$ cat src/rtl/fifo_write_arbiter_pkg.sv
// Shared arbiter state encoding and {id, data} FIFO word layout, also used by the
// read-side consumer of the stripe buffer.
package spraid_pkg;

   typedef enum logic [0:0] {
      ARB_IDLE  = 1'b0,
      ARB_BURST = 1'b1
   } arb_state_e;

   // Source ID occupies the MSBs of each FIFO word, payload the LSBs.
   function automatic int unsigned fifo_word_width(int unsigned id_width,
                                                   int unsigned data_width);
      return id_width + data_width;
   endfunction

   function automatic int unsigned fifo_id_lsb(int unsigned data_width);
      return data_width;
   endfunction

   function automatic int unsigned fifo_id_msb(int unsigned id_width, int unsigned data_width);
      return id_width + data_width - 1;
   endfunction

endpackage

$ cat src/rtl/fifo_write_arbiter_if.sv
// Requester-side handshake plus FIFO write-port bundle for the write arbiter.
interface fifo_write_arbiter_if #(
   parameter int unsigned NUM_REQ    = 4,
   parameter int unsigned DATA_WIDTH = 32
);
   localparam int unsigned ID_WIDTH   = $clog2(NUM_REQ);
   localparam int unsigned FIFO_WIDTH = ID_WIDTH + DATA_WIDTH;

   logic [NUM_REQ-1:0]            req_valid;
   logic [NUM_REQ*DATA_WIDTH-1:0] req_data;
   logic [NUM_REQ-1:0]            req_last;
   logic [NUM_REQ-1:0]            req_ready;
   logic                          fifo_full;
   logic                          fifo_write_en;
   logic [FIFO_WIDTH-1:0]         fifo_din;

   modport master (
      output req_valid, req_data, req_last, fifo_full,
      input  req_ready, fifo_write_en, fifo_din
   );

   modport slave (
      input  req_valid, req_data, req_last, fifo_full,
      output req_ready, fifo_write_en, fifo_din
   );

endinterface

$ cat src/rtl/fifo_write_arbiter_rr_pick.sv
// Combinational round-robin picker: first set bit of req scanning ptr, ptr+1, ...
// modulo NUM_REQ.
module rr_pick #(
   parameter int unsigned NUM_REQ = 4,
   localparam int unsigned ID_WIDTH = $clog2(NUM_REQ)
) (
   input  logic [NUM_REQ-1:0]  req,
   input  logic [ID_WIDTH-1:0] ptr,
   output logic [ID_WIDTH-1:0] idx,
   output logic                found
);

   localparam logic [ID_WIDTH:0] NUM = (ID_WIDTH+1)'(NUM_REQ);

   logic [ID_WIDTH:0]   sum;
   logic [ID_WIDTH-1:0] cand;

   always_comb begin
      idx   = '0;
      found = 1'b0;
      sum   = '0;
      cand  = '0;
      for (int unsigned k = 0; k < NUM_REQ; k++) begin
         // ptr < NUM_REQ, so one conditional subtract performs the wrap.
         sum = {1'b0, ptr} + (ID_WIDTH+1)'(k);
         if (sum >= NUM) begin
            sum = sum - NUM;
         end
         cand = sum[ID_WIDTH-1:0];
         if (!found && req[cand]) begin
            found = 1'b1;
            idx   = cand;
         end
      end
   end

endmodule

$ cat src/rtl/fifo_write_arbiter.sv
// Round-robin burst arbiter sharing one sync_fifo write port between NUM_REQ requesters;
// each written word is tagged with its source ID in the MSBs.
module fifo_write_arbiter
   import spraid_pkg::*;
#(
   parameter int unsigned NUM_REQ    = 4,
   parameter int unsigned DATA_WIDTH = 32,
   parameter int unsigned BURST_LEN  = 4,
   localparam int unsigned ID_WIDTH  = $clog2(NUM_REQ)
) (
   input  logic                 clk,
   input  logic                 reset,
   fifo_write_arbiter_if.slave  bus,
   output logic [ID_WIDTH-1:0]  grant_id,
   output logic                 busy
);

   localparam int unsigned CNT_WIDTH = (BURST_LEN > 1) ? $clog2(BURST_LEN) : 1;
   localparam int unsigned FIFO_WIDTH = fifo_word_width(ID_WIDTH, DATA_WIDTH);
   localparam int unsigned ID_LSB     = fifo_id_lsb(DATA_WIDTH);
   localparam logic [CNT_WIDTH-1:0] LAST_BEAT = CNT_WIDTH'(BURST_LEN - 1);
   localparam logic [ID_WIDTH-1:0]  LAST_ID   = ID_WIDTH'(NUM_REQ - 1);

   arb_state_e           state;
   logic [ID_WIDTH-1:0]  rr_ptr;
   logic [CNT_WIDTH-1:0] beat_cnt;

   logic [ID_WIDTH-1:0]   pick_idx;
   logic                  pick_found;
   logic [DATA_WIDTH-1:0] data_arr [NUM_REQ];
   logic [DATA_WIDTH-1:0] sel_data;
   logic                  sel_valid;
   logic                  sel_last;
   logic                  in_burst;
   logic                  xfer;
   logic                  burst_end;

   rr_pick #(
      .NUM_REQ (NUM_REQ)
   ) u_rr_pick (
      .req   (bus.req_valid),
      .ptr   (rr_ptr),
      .idx   (pick_idx),
      .found (pick_found)
   );

   for (genvar g = 0; g < NUM_REQ; g++) begin : g_unpack
      assign data_arr[g] = bus.req_data[g*DATA_WIDTH +: DATA_WIDTH];
   end

   always_comb begin
      sel_valid = bus.req_valid[grant_id];
      sel_last  = bus.req_last[grant_id];
      sel_data  = data_arr[grant_id];
      // Reset gates everything combinationally so an in-flight word is never written.
      in_burst  = (state == ARB_BURST) && !reset;
      xfer      = in_burst && sel_valid && !bus.fifo_full;
      burst_end = in_burst &&
                  (!sel_valid || (xfer && (sel_last || (beat_cnt == LAST_BEAT))));
   end

   always_comb begin
      bus.req_ready     = '0;
      bus.fifo_write_en = xfer;
      bus.fifo_din      = '0;
      busy              = in_burst;
      if (in_burst && !bus.fifo_full) begin
         bus.req_ready = NUM_REQ'(1) << grant_id;
      end
      if (xfer) begin
         bus.fifo_din[FIFO_WIDTH-1:ID_LSB] = grant_id;
         bus.fifo_din[ID_LSB-1:0]          = sel_data;
      end
   end

   always_ff @(posedge clk) begin
      if (reset) begin
         state    <= ARB_IDLE;
         grant_id <= '0;
         rr_ptr   <= '0;
         beat_cnt <= '0;
      end else begin
         unique case (state)
            ARB_IDLE: begin
               if (pick_found) begin
                  grant_id <= pick_idx;
                  state    <= ARB_BURST;
               end
            end
            ARB_BURST: begin
               if (burst_end) begin
                  state    <= ARB_IDLE;
                  beat_cnt <= '0;
                  rr_ptr   <= (grant_id == LAST_ID) ? '0 : grant_id + 1'b1;
               end else if (xfer) begin
                  beat_cnt <= beat_cnt + 1'b1;
               end
            end
            default: state <= ARB_IDLE;
         endcase
      end
   end

   a_ready_onehot: assert property (@(posedge clk) disable iff (reset) $onehot0(bus.req_ready));
   a_no_overflow:  assert property (@(posedge clk) !(bus.fifo_write_en && bus.fifo_full));
   a_beat_bound:   assert property (@(posedge clk) disable iff (reset) beat_cnt <= LAST_BEAT);

endmodule

$ cat src/flat_wrapper.sv
// flat-port wrapper written by rule: the top's interface ports become plain ports
module fifo_write_arbiter_flat import spraid_pkg::*;
#(
   parameter int unsigned NUM_REQ    = 4,
   parameter int unsigned DATA_WIDTH = 32,
   parameter int unsigned BURST_LEN  = 4,
   localparam int unsigned ID_WIDTH  = $clog2(NUM_REQ)
)
  (clk, reset, grant_id, busy, bus_req_valid, bus_req_data, bus_req_last, bus_fifo_full, bus_req_ready, bus_fifo_write_en, bus_fifo_din);
  fifo_write_arbiter_if #(.NUM_REQ(NUM_REQ), .DATA_WIDTH(DATA_WIDTH)) bus_i ();
  input  logic clk;
  input  logic reset;
  output logic [ID_WIDTH-1:0] grant_id;
  output logic busy;
  input wire logic [$bits(bus_i.req_valid)-1:0] bus_req_valid;
  input wire logic [$bits(bus_i.req_data)-1:0] bus_req_data;
  input wire logic [$bits(bus_i.req_last)-1:0] bus_req_last;
  input wire logic [$bits(bus_i.fifo_full)-1:0] bus_fifo_full;
  output wire logic [$bits(bus_i.req_ready)-1:0] bus_req_ready;
  output wire logic [$bits(bus_i.fifo_write_en)-1:0] bus_fifo_write_en;
  output wire logic [$bits(bus_i.fifo_din)-1:0] bus_fifo_din;
  assign bus_i.req_valid = bus_req_valid;
  assign bus_i.req_data = bus_req_data;
  assign bus_i.req_last = bus_req_last;
  assign bus_i.fifo_full = bus_fifo_full;
  assign bus_req_ready = bus_i.req_ready;
  assign bus_fifo_write_en = bus_i.fifo_write_en;
  assign bus_fifo_din = bus_i.fifo_din;
  fifo_write_arbiter #(.NUM_REQ(NUM_REQ), .DATA_WIDTH(DATA_WIDTH), .BURST_LEN(BURST_LEN)) u_core (.clk(clk), .reset(reset), .bus(bus_i), .grant_id(grant_id), .busy(busy));
endmodule
$ cat config.mk
export PLATFORM = sky130hd
export DESIGN_NAME = fifo_write_arbiter_flat
export DESIGN_NICKNAME = d
export VERILOG_FILES = /design/src/rtl/fifo_write_arbiter_pkg.sv /design/src/rtl/fifo_write_arbiter_if.sv /design/src/rtl/fifo_write_arbiter_rr_pick.sv /design/src/rtl/fifo_write_arbiter.sv /design/src/flat_wrapper.sv
export SDC_FILE = /design/constraint.sdc
export NUM_CORES = 1
export LEC_CHECK = 0
export CAP_MARGIN = 20
export CORE_UTILIZATION = 30
export CTS_CLUSTER_DIAMETER = 150
export CTS_CLUSTER_SIZE = 25
export DETAILED_ROUTE_END_ITERATION = 12
export GPL_ROUTABILITY_DRIVEN = 0
export GPL_TIMING_DRIVEN = 0
export PLACE_DENSITY_LB_ADDON = 0.1
export SYNTH_ARGS = -nofsm -noshare
export SYNTH_HDL_FRONTEND = slang
export SYNTH_HIERARCHICAL = 1
export SYNTH_SLANG_ARGS = --single-unit
export TNS_END_PERCENT = 10
$ cat constraint.sdc
create_clock -name clk -period 3.4 [get_ports clk]
set_clock_uncertainty 0.05 [all_clocks]
set_input_delay 0.51 -clock clk [delete_from_list [all_inputs] [get_ports clk]]
set_output_delay 0.51 -clock clk [all_outputs]
set_load 0.01 [all_outputs]
==> impl_summary.log <==
INFO  metric grt_use_met3 = 0.0569
INFO  metric critical_path.startpoint_type = input pin
INFO  metric die_width = 74.2 um
INFO  metric power-per-cell-area = around 180 nW/um^2
INFO  metric finalSetupViolCount = 0
INFO  metric yosys_register_bits = 7
INFO  metric grt.busiest_layer = met2
INFO  metric timing.final.hold_violations = 0
INFO  metric post_drt_via_cell_ratio = roughly 5.0
INFO  metric route.vias.total = 2020
INFO  metric post_cts_buffers = 0
INFO  metric number_of_instances_in_the_synthesized_netlist = 151
INFO  metric rsz_0062_raised_after_global_routing = no
INFO  metric numPortBuffers = 179
INFO  metric report.power.total = between 600 and 700 uW
INFO  metric cell_internal_pwr = 439 uW
INFO  metric max-vdd-ir-drop = 0.000173 V
INFO  metric worst_hold_path_type = reg -> reg
INFO  metric std_cell_rows = 25
INFO  metric worstPathMaxFanout = 10
INFO  metric clk_latency = 0.22 ns
INFO  metric leakagePower = between 0.001 and 0.0015 uW
INFO  metric max_freq = 321 MHz
INFO  metric drc = 0
INFO  metric grt_util_met1 = 0.293
INFO  metric wl = around 7500 um
INFO  metric worst_slew_margin_rel = 0.590
INFO  metric detail_route.first_pass.iterations = 4
INFO  metric max-clock-path-buffers = 2
INFO  metric first_global_vias = ~2000
INFO  metric cts_buffers = 3
INFO  metric clk_transition_reported_paths = 0.04 ns
INFO  metric detailedPlacementHpwl = 6250 um
INFO  metric clkSinkCount = 7
INFO  metric p_comb_frac = 0.652
INFO  metric layout_common_cells = 179 x clkdlybuf4s50_1, 33 x mux4_2, 32 x and3_1
INFO  metric effective_utilization_at_floorplan = 0.320
INFO  metric min_period_over_period = 0.915
INFO  metric sequentialPowerShare = 0.158
INFO  metric worst_r2r_path_depth = 5
INFO  metric yosys.cell_types.count = 30
INFO  metric antenna-diode-count = 0
INFO  metric yosysSeqAreaShare = 0.0897
INFO  metric drv_slew = 0
INFO  metric final_nets = between 400 and 500
INFO  metric critical_path_arrival = 2.55 ns
INFO  metric grt_pass1_wl = 10700 um
INFO  metric yosysWarningCount = 6
INFO  metric synth_fp_nets = 295
INFO  metric groute.usage.overall = 0.260
INFO  metric post_synth.cell_area_avg = 10.3 um^2
INFO  metric p_clk_frac = 0.190
INFO  metric worst_setup_path_end_kind = primary output
INFO  metric cts_tree = done
INFO  metric final_core_utilization = 0.714
INFO  metric worstSetupPathType = in -> out
INFO  metric grt_total_ovfl = 0
INFO  metric antenna_violations_before_repair = 0
INFO  metric status = finished clean
INFO  metric largest_net_degree_at_the_start_of_global_routing = 11
INFO  metric use_met2 = 0.487
INFO  metric timing.max_cap.violations = 0
INFO  metric number_of_i_o_pins = about 180
INFO  metric layout_commonest_cell = clkdlybuf4s50_1
INFO  metric wl_per_cell = 18.8 um
INFO  metric signed_area_change_from_the_synthesized_netlist_to_the_final_layout = 123%
INFO  metric period_needed = 3.11 ns
INFO  metric core_area = 4880 um^2
INFO  metric ant_nets = 0
INFO  metric detail_route.iter0.violations = 93
INFO  metric cts_root_buffer = clkbuf_8
INFO  metric timing.setup.tns = 0 ns
INFO  metric switching_power = ~170 uW
INFO  metric whs_path_depth = 2
INFO  metric dieHeight = ~74 um
INFO  metric share_of_cells_above_drive_strength_1 = 0.150
INFO  metric least_margin_pin_slew = just over 0.6 ns
INFO  metric design.die.area = approximately 5500 um^2
INFO  metric post_cts_hold_buffers = 0
INFO  metric power.switching_fraction = 0.283
INFO  metric worst_ep_required_time = 2.84 ns
INFO  metric post_cts_resized = 0
INFO  metric netlist_area = 1560 um^2
INFO  metric ctsHtreeMaxLevel = 1
[metrics by stage]
step | setup WS [ns] | hold slack, ns | std cells | cell area, um^2
final | 0.289 | 0.451 | 401 | 3480
after global routing | 0.141 | 0.461 | 401 | 3480
after CTS | 0.284 | 0.450 | 401 | 3480
after detailed placement | 0.293 | 0.442 | 397 | 3440
after global placement | 0.284 | 0.417 | 397 | 3440
after floorplan | 1.24 | 0.407 | 151 | 1560
[power by group through the flow]
stage	combinational [uW]	clock, uW	sequential (uW)
floorplan	179	0	97.0
global placement	386	0	97.7
detailed placement	397	0	98.3
CTS	400	118	97.0
global route	427	123	98.3
finish	399	117	96.9
[area by class of cell]
cell class                      count  area [um^2]
Tap cell                           67         83.8
Multi-Input combinational cell    119         1310
Buffer                             15         76.3
Timing Repair Buffer              179         1790
Fill cell                         400         1400
Sequential cell                     7          140
Clock buffer                        4         45.0
Inverter                           10         37.5
[final timing paths]
check                           slack [ns]                 end               start
worst max-delay path                  0.29     bus_fifo_din[3]    bus_req_valid[0]
worst min-delay path                  0.45  u_core/beat_cnt[1]  u_core/beat_cnt[1]
worst max register to register        1.59    u_core/rr_ptr[1]  u_core/grant_id[0]
worst min register to register        0.45  u_core/beat_cnt[1]  u_core/beat_cnt[1]
[state kept, by name, summed over array words and instances (netlist names)]
signal,flops
u_core/beat_cnt,2
u_core/grant_id,2
u_core/rr_ptr,2
u_core/state,1
[Yosys cell counts]
master    count  share of area
a221oi_2      1         0.0096
or3b_1        1         0.0056
buf_6         1         0.0072
clkbuf_1      8          0.019
nand2_1       2         0.0048
buf_4         2         0.0096
a221o_1       1         0.0064
a21oi_1       7          0.022
inv_1         9          0.022
o32ai_1       1         0.0056
and3_1       32           0.13
o21ai_1       2         0.0064
and2_1        4          0.016
mux4_2       33           0.48
buf_2         4          0.013
nor2_2        2         0.0080
nor2_1       10          0.024
xor2_1        1         0.0056
inv_2         1         0.0024
nor3_2        2          0.013
nand3_1       1         0.0032
nand2b_1      4          0.016
a22o_1        1         0.0056
nor2b_1       2         0.0080
ha_1          5          0.040
dfxtp_1       7          0.090
or2_4         1         0.0056
mux2i_1       2          0.013
o221ai_1      1         0.0056
o21ai_0       3         0.0096
[routing by layer]
metal	part of all wire	vias up	wire [um]
met5	0	-	0
met1	0.36	949	2730
met4	0.020	0	148
li1	-	961	-
met3	0.089	18	675
met2	0.53	92	3990
[worst max-delay path: stages]
cell and delay (ns):
clkdlybuf4s50_1 0.54, mux4_2 0.37, clkbuf_1 0.34, and3_1 0.22, clkdlybuf4s50_1 0.56
[kinds of logic after synthesis]
logic type | Yosys count | share of synthesized area
flops | 7 | 0.0897
buf+inv | 25 | 0.0729
compound gates | 17 | 0.0713
mux | 35 | 0.488
simple gates | 61 | 0.232
fa+ha+maj | 5 | 0.0400
xor+xnor | 1 | 0.00561
No activity file was read; power rests on OpenSTA's default activity.
